[config.mk]
export PLATFORM = sky130hd
export DESIGN_NAME = unified_mem_arbiter
export DESIGN_NICKNAME = d
export VERILOG_FILES = /design/src/rtl/unified_mem_arbiter.sv
export SDC_FILE = /design/constraint.sdc
export NUM_CORES = 1
export LEC_CHECK = 0
export CAP_MARGIN = 0
export CORE_ASPECT_RATIO = 1.5
export CORE_MARGIN = 5
export CORE_UTILIZATION = 41
export DETAILED_ROUTE_END_ITERATION = 6
export GPL_ROUTABILITY_DRIVEN = 0
export PLACE_DENSITY_LB_ADDON = 0.1
export SYNTH_ARGS = -nofsm -noshare
export SYNTH_HDL_FRONTEND = slang
export SYNTH_SLANG_ARGS = --single-unit
[constraint.sdc]
create_clock -name clk -period 2.2 [get_ports clk]
set_input_delay 0.33 -clock clk [delete_from_list [all_inputs] [get_ports clk]]
set_output_delay 0.33 -clock clk [all_outputs]
set_load 0.02 [all_outputs]
[src/rtl/unified_mem_arbiter.sv]
`default_nettype none
// ============================================================================
// Module   : unified_mem_arbiter
// Purpose  : Shares one single-port, variable-latency memory between the
//            instruction-fetch stage and the data-memory stage of the MIPS
//            pipeline. Data accesses have priority. Each grant is latched and
//            the memory handshake is driven from those latched fields. A
//            one-cycle done pulse returns the read data, and the stall_*
//            outputs let the pipeline controller freeze IF or MEM.
// Revision : 1.0 - initial release
// Options  : ARB_STARVE_GUARD_EN - when defined, fetch is guaranteed a grant
//            after MAX_D_STREAK consecutive data grants made while it waited.
// Ports    :
//   clk, rst_n                     clock (rising edge), async active-low reset
//   if_req/if_addr/if_cancel       fetch request, address, flush
//   if_done/if_rdata               fetch completion pulse and fetched word
//   d_req/d_we/d_addr/d_wdata      data request (sw when d_we=1, else lw)
//   d_done/d_rdata                 data completion pulse and load word
//   mem_req/mem_we/mem_addr/
//   mem_wdata/mem_rdata/mem_ack    memory handshake
//   stall_if, stall_mem            combinational freeze requests
// ============================================================================
module unified_mem_arbiter #(
  parameter int AW           = 32,
  parameter int DW           = 32,
  parameter int MAX_D_STREAK = 4
) (
  input  logic          clk,
  input  logic          rst_n,
  input  logic          if_req,
  input  logic [AW-1:0] if_addr,
  input  logic          if_cancel,
  output logic          if_done,
  output logic [DW-1:0] if_rdata,
  input  logic          d_req,
  input  logic          d_we,
  input  logic [AW-1:0] d_addr,
  input  logic [DW-1:0] d_wdata,
  output logic          d_done,
  output logic [DW-1:0] d_rdata,
  output logic          mem_req,
  output logic          mem_we,
  output logic [AW-1:0] mem_addr,
  output logic [DW-1:0] mem_wdata,
  input  logic [DW-1:0] mem_rdata,
  input  logic          mem_ack,
  output logic          stall_if,
  output logic          stall_mem
);

  typedef enum logic [1:0] {
    IDLE = 2'd0,
    ACC  = 2'd1,
    RESP = 2'd2
  } state_t;

  state_t        state_q, state_d;
  logic          owner_if_q, owner_if_d;   // 1 = fetch owns the access
  logic          cancel_q, cancel_d;       // fetch was flushed during ACC
  logic          mem_req_q, mem_req_d;
  logic          mem_we_q, mem_we_d;
  logic [AW-1:0] mem_addr_q, mem_addr_d;
  logic [DW-1:0] mem_wdata_q, mem_wdata_d;
  logic          if_done_q, if_done_d;
  logic          d_done_q, d_done_d;
  logic [DW-1:0] if_rdata_q, if_rdata_d;
  logic [DW-1:0] d_rdata_q, d_rdata_d;

  logic          if_elig;
  logic          guard_force;
  logic          grant_if;

  // A flushed fetch is never eligible for a grant.
  assign if_elig = if_req & ~if_cancel;

`ifdef ARB_STARVE_GUARD_EN
  localparam int unsigned             STREAK_W   = $clog2(MAX_D_STREAK + 1);
  localparam logic [STREAK_W-1:0]     STREAK_MAX = STREAK_W'(MAX_D_STREAK);

  logic [STREAK_W-1:0] streak_q, streak_d;

  assign guard_force = (streak_q == STREAK_MAX) & d_req & if_elig;
`else
  // Strict data priority; the parameter only matters when the guard exists.
  logic unused_max_d_streak;
  assign unused_max_d_streak = |MAX_D_STREAK;
  assign guard_force         = 1'b0;
`endif

  assign grant_if = if_elig & (~d_req | guard_force);

  always_comb begin
    state_d     = state_q;
    owner_if_d  = owner_if_q;
    cancel_d    = cancel_q;
    mem_req_d   = mem_req_q;
    mem_we_d    = mem_we_q;
    mem_addr_d  = mem_addr_q;
    mem_wdata_d = mem_wdata_q;
    if_done_d   = 1'b0;
    d_done_d    = 1'b0;
    if_rdata_d  = if_rdata_q;
    d_rdata_d   = d_rdata_q;
`ifdef ARB_STARVE_GUARD_EN
    streak_d    = streak_q;
`endif
    case (state_q)
      IDLE: begin
`ifdef ARB_STARVE_GUARD_EN
        if (!if_req) begin
          streak_d = '0;
        end
`endif
        if (if_elig || d_req) begin
          state_d    = ACC;
          owner_if_d = grant_if;
          cancel_d   = 1'b0;
          mem_req_d  = 1'b1;
          if (grant_if) begin
            // Fetch is a read; store data register keeps its old value.
            mem_we_d   = 1'b0;
            mem_addr_d = if_addr;
`ifdef ARB_STARVE_GUARD_EN
            streak_d   = '0;
`endif
          end else begin
            mem_we_d    = d_we;
            mem_addr_d  = d_addr;
            mem_wdata_d = d_wdata;
`ifdef ARB_STARVE_GUARD_EN
            if (if_elig && (streak_q != STREAK_MAX)) begin
              streak_d = streak_q + STREAK_W'(1);
            end
`endif
          end
        end
      end
      ACC: begin
        if (owner_if_q && if_cancel) begin
          cancel_d = 1'b1;
        end
        if (mem_ack) begin
          state_d   = RESP;
          mem_req_d = 1'b0;
          if (owner_if_q) begin
            if_rdata_d = mem_rdata;
            if_done_d  = ~(cancel_q | if_cancel);
          end else begin
            d_done_d = 1'b1;
            if (!mem_we_q) begin
              d_rdata_d = mem_rdata;
            end
          end
        end
      end
      RESP: begin
        state_d = IDLE;
      end
      default: begin
        state_d = IDLE;
      end
    endcase
  end

  always_ff @(posedge clk or negedge rst_n) begin
    if (!rst_n) begin
      state_q     <= IDLE;
      owner_if_q  <= 1'b0;
      cancel_q    <= 1'b0;
      mem_req_q   <= 1'b0;
      mem_we_q    <= 1'b0;
      mem_addr_q  <= '0;
      mem_wdata_q <= '0;
      if_done_q   <= 1'b0;
      d_done_q    <= 1'b0;
      if_rdata_q  <= '0;
      d_rdata_q   <= '0;
`ifdef ARB_STARVE_GUARD_EN
      streak_q    <= '0;
`endif
    end else begin
      state_q     <= state_d;
      owner_if_q  <= owner_if_d;
      cancel_q    <= cancel_d;
      mem_req_q   <= mem_req_d;
      mem_we_q    <= mem_we_d;
      mem_addr_q  <= mem_addr_d;
      mem_wdata_q <= mem_wdata_d;
      if_done_q   <= if_done_d;
      d_done_q    <= d_done_d;
      if_rdata_q  <= if_rdata_d;
      d_rdata_q   <= d_rdata_d;
`ifdef ARB_STARVE_GUARD_EN
      streak_q    <= streak_d;
`endif
    end
  end

  // A flush arriving during RESP kills the pulse in that same cycle.
  assign if_done   = if_done_q & ~if_cancel;
  assign d_done    = d_done_q;
  assign if_rdata  = if_rdata_q;
  assign d_rdata   = d_rdata_q;
  assign mem_req   = mem_req_q;
  assign mem_we    = mem_we_q;
  assign mem_addr  = mem_addr_q;
  assign mem_wdata = mem_wdata_q;

  assign stall_if  = if_req & ~if_done & ~if_cancel;
  assign stall_mem = d_req & ~d_done;

endmodule
`default_nettype wire

==> flow_summary_export.csv <==
group,metric,value,unit
placed_design,placed_cell_area,0.008592,mm^2
power_and_ir_drop,power_per_cell_area,1583,mW/mm^2
outcome,status,"finished clean",
floorplan,core_area,0.01360,mm^2
critical_path,cp.required,1.87,ns
clocking,clk_path_buf_depth,2,
clocking,cts-buffers-inserted,17,
global_routing,largest_net_degree_at_the_start_of_global_routing,53,
sta,finalSetupTns,0,ns
logic_synthesis,synth.area.top_cells,"sky130_fd_sc_hd__dfrtp_1 (60%), sky130_fd_sc_hd__mux2_2 (13%), sky130_fd_sc_hd__mux2_4 (7.9%)",
sta,post-route-min-period,2.009,ns
sta,fin_skew,0.01171,ns
placed_design,place_ws,0.1301,ns
critical_path,worst-r2r-cell-count,4,
finish,final_util,67.92,%
floorplan,boundary_pins,269,
global_routing,first_global_vias,4876,
finish,multiInputGateArea,0.002105,mm^2
finish,layout.cell_area.non_filler,0.009235,mm^2
critical_path,setup.worst_path.class,"in2out",
logic_synthesis,ys_seq_area_share,59.60,%
drt,drt_first_pass_iters,4,
logic_synthesis,ys_types,27,
sta,finalHoldViolCount,0,
global_routing,antenna_found_initial,2,
drt,drt-vias-per-instance,5.197,
logic_synthesis,netlist.top_cell.by_area,"sky130_fd_sc_hd__dfrtp_1",
logic_synthesis,syn_area,0.005710,mm^2
logic_synthesis,synth_area_per_cell,14.91,um^2
global_routing,grt_first_pass_wirelength,26.28,mm
power_and_ir_drop,power_leakage,3.958,nW
logic_synthesis,synth_cells,383,
finish,ff_latch_area,0.003403,mm^2
floorplan,floorplan.die.height,154.5,um
clocking,tritoncts,"yes",
sta,rsz0062_at_grt,"false",
global_routing,global_route.usage.total,20.44,%
clocking,cts-htree-levels,4,
critical_path,timing.rr.start,"state_q[1]$_DFFE_PN0P_",
floorplan,start_util,41.99,%
sta,finalSetupViolCount,0,
critical_path,critPathArrivalTime,1.68,ns
clocking,clock_tree.root_cell,"sky130_fd_sc_hd__clkbuf_16",
sta,finalMaxSlewViolations,0,
drt,vias,4345,
finish,final.fill_count,1033,
sta,timing_worst_slew_pin_value,0.4965,ns
finish,final_cells,836,
clocking,clk-insertion-delay-late,0.41,ns
power_and_ir_drop,worst_ir_drop_vdd,785.9,uV
sta,hold-worst-slack,0.4384,ns
drt,routed_wl,16.63,mm
worst_hold_path,worst_hold_path_class,"in2async",
global_routing,grt_overflow_total,0,
floorplan,rows,52,
drt,drcViolationCount,0,
floorplan,dieWidth,106.4,um
finish,number_of_nets_at_the_end_of_the_flow,794,
critical_path,r2r_slack,0.41,ns
critical_path,regToRegEndpoint,"d_rdata[15]$_DFFE_PN0P_",
critical_path,endpoint_kind,"output pin",
sta,highest_clock_rate,497.8,MHz
finish,areaGrowthSynthToFinish,61.72,%
clocking,numClockSinks,136,
placed_design,numPortBuffers,268,
logic_synthesis,yosys_warnings,0,
clocking,cts_setup_buffers,0,
logic_synthesis,ys_ff_latch,136,
finish,drive_above_1_share,22.47,%
drt,drt-initial-drc-count,126,
clocking,path_clk_slew,0.06,ns
sta,setup_slack,0.1910,ns
placed_design,dpl.cell_count,801,
sta,post-route-period-util,91.32,%
placed_design,hpwlAfterDp,12.49,mm
logic_synthesis,syn_nets,518,
critical_path,critical_path.max_fanout,4,
drt,final_antenna_net_count,0,
drt,avgRoutedWirePerCell,19.89,um
sta,timing.slew.headroom,66.90,%
power_and_ir_drop,finalPower,14.62,mW
floorplan,die_area,0.01644,mm^2
job,maxCapViolations,0,
critical_path,critical_path.startpoint_type,"input port",
logic_synthesis,synth_top_cell_area_share,59.60,%
[Yosys cell counts (all sizes together)]
cell type and n:
a211oi 1, a2bb2oi 32, a31o 1, a32o 1, buf 20, clkbuf 9
dfrtp 136, inv 2, mux2 96, nand2 4, nand2b 1, nand3b 1
nor2 36, nor2b 3, nor3 2, o211a 1, o21a 1, o21ai 1
o221a 32, or2 1, or3 2
[power breakdown]
part	switching (mW)	total [mW]	internal [mW]
registers	0.784	4.54	3.76
logic	3.13	7.06	3.94
clock network	1.10	3.01	1.92
[cell families (layout without fill, tap and decap cells)]
| family | Yosys count | in the layout | synth area share, % |
|---|---|---|---|
| flip-flops | 136 | 136 | 59.60 |
| multiplexers | 96 | 96 | 20.90 |
| AO/OA/AOI/OAI | 70 | 70 | 12.07 |
| AND/OR/NAND/NOR | 50 | 50 | 3.813 |
| buffers and inverters | 31 | 320 | 3.615 |
| other | 0 | 2 | 0 |
[worst max-delay path, cell delays in order]
cell and delay (ns):
sky130_fd_sc_hd__clkdlybuf4s50_1 0.41, sky130_fd_sc_hd__nand2b_1 0.19, sky130_fd_sc_hd__nor2_1 0.11, sky130_fd_sc_hd__clkdlybuf4s50_1 0.64
[cell type report]
type | count | share of cell area (%)
Antenna cell | 2 | 0.05419
Clock buffer | 19 | 4.688
Clock inverter | 13 | 2.114
Inverter | 2 | 0.08129
Multi-Input combinational cell | 216 | 22.79
Sequential cell | 136 | 36.85
Tap cell | 162 | 2.195
Timing Repair Buffer | 286 | 31.23
[timing repair]
action                                 in CTS  in global routing
gates resized for setup                     0                  0
hold buffers                                1                  0
setup endpoints to repair                   0                  0
endpoints found under the hold margin      47                  0
[flip-flops by register name, indices dropped and copies added (netlist names), 2 cells and up]
| name | flops |
|---|---|
| d_rdata | 32 |
| if_rdata | 32 |
| mem_addr | 32 |
| mem_wdata | 32 |
| state_q | 2 |
[how the worst max path moves through the flow]
stage / from / to / slack [ns] / depth (start not counted)
after floorplan: state_q[1]$_DFFE_PN0P_ / d_rdata[10]$_DFFE_PN0P_ / 0.56 / 5
after global placement: mem_ack / d_rdata[16]$_DFFE_PN0P_ / 0.14 / 5
after detailed placement: mem_ack / d_rdata[16]$_DFFE_PN0P_ / 0.13 / 5
after CTS: if_cancel / stall_if / 0.16 / 4
after global routing: if_cancel / stall_if / 0.14 / 4
final: if_cancel / stall_if / 0.19 / 4
[metal layers]
| metal | up-vias | wire length (um) | global-route usage (%) |
|---|---|---|---|
| li1 | 1979 | - | - |
| met1 | 2137 | 6530 | 23.65 |
| met2 | 198 | 8430 | 34.27 |
| met3 | 31 | 1163 | 6.380 |
| met4 | 0 | 501 | 9.815 |
| met5 | - | 0 | 0 |
[placed cells by master (no fill, tap or decap), drive strengths merged, types with 2 or more instances in the layout]
cell type | Yosys | routed
clkinvlp | 0 | 2
nor2b | 3 | 3
nand2 | 4 | 4
a2bb2oi | 32 | 32
clkdlybuf4s50 | 0 | 267
clkinv | 0 | 4
inv | 2 | 5
dfrtp | 136 | 136
nor2 | 36 | 36
o221a | 32 | 32
mux2 | 96 | 96
nor3 | 2 | 2
or3 | 2 | 2
buf | 20 | 18
clkbuf | 9 | 19
bufinv | 0 | 4
diode | 0 | 2
Power figures use the tool's default switching activity.
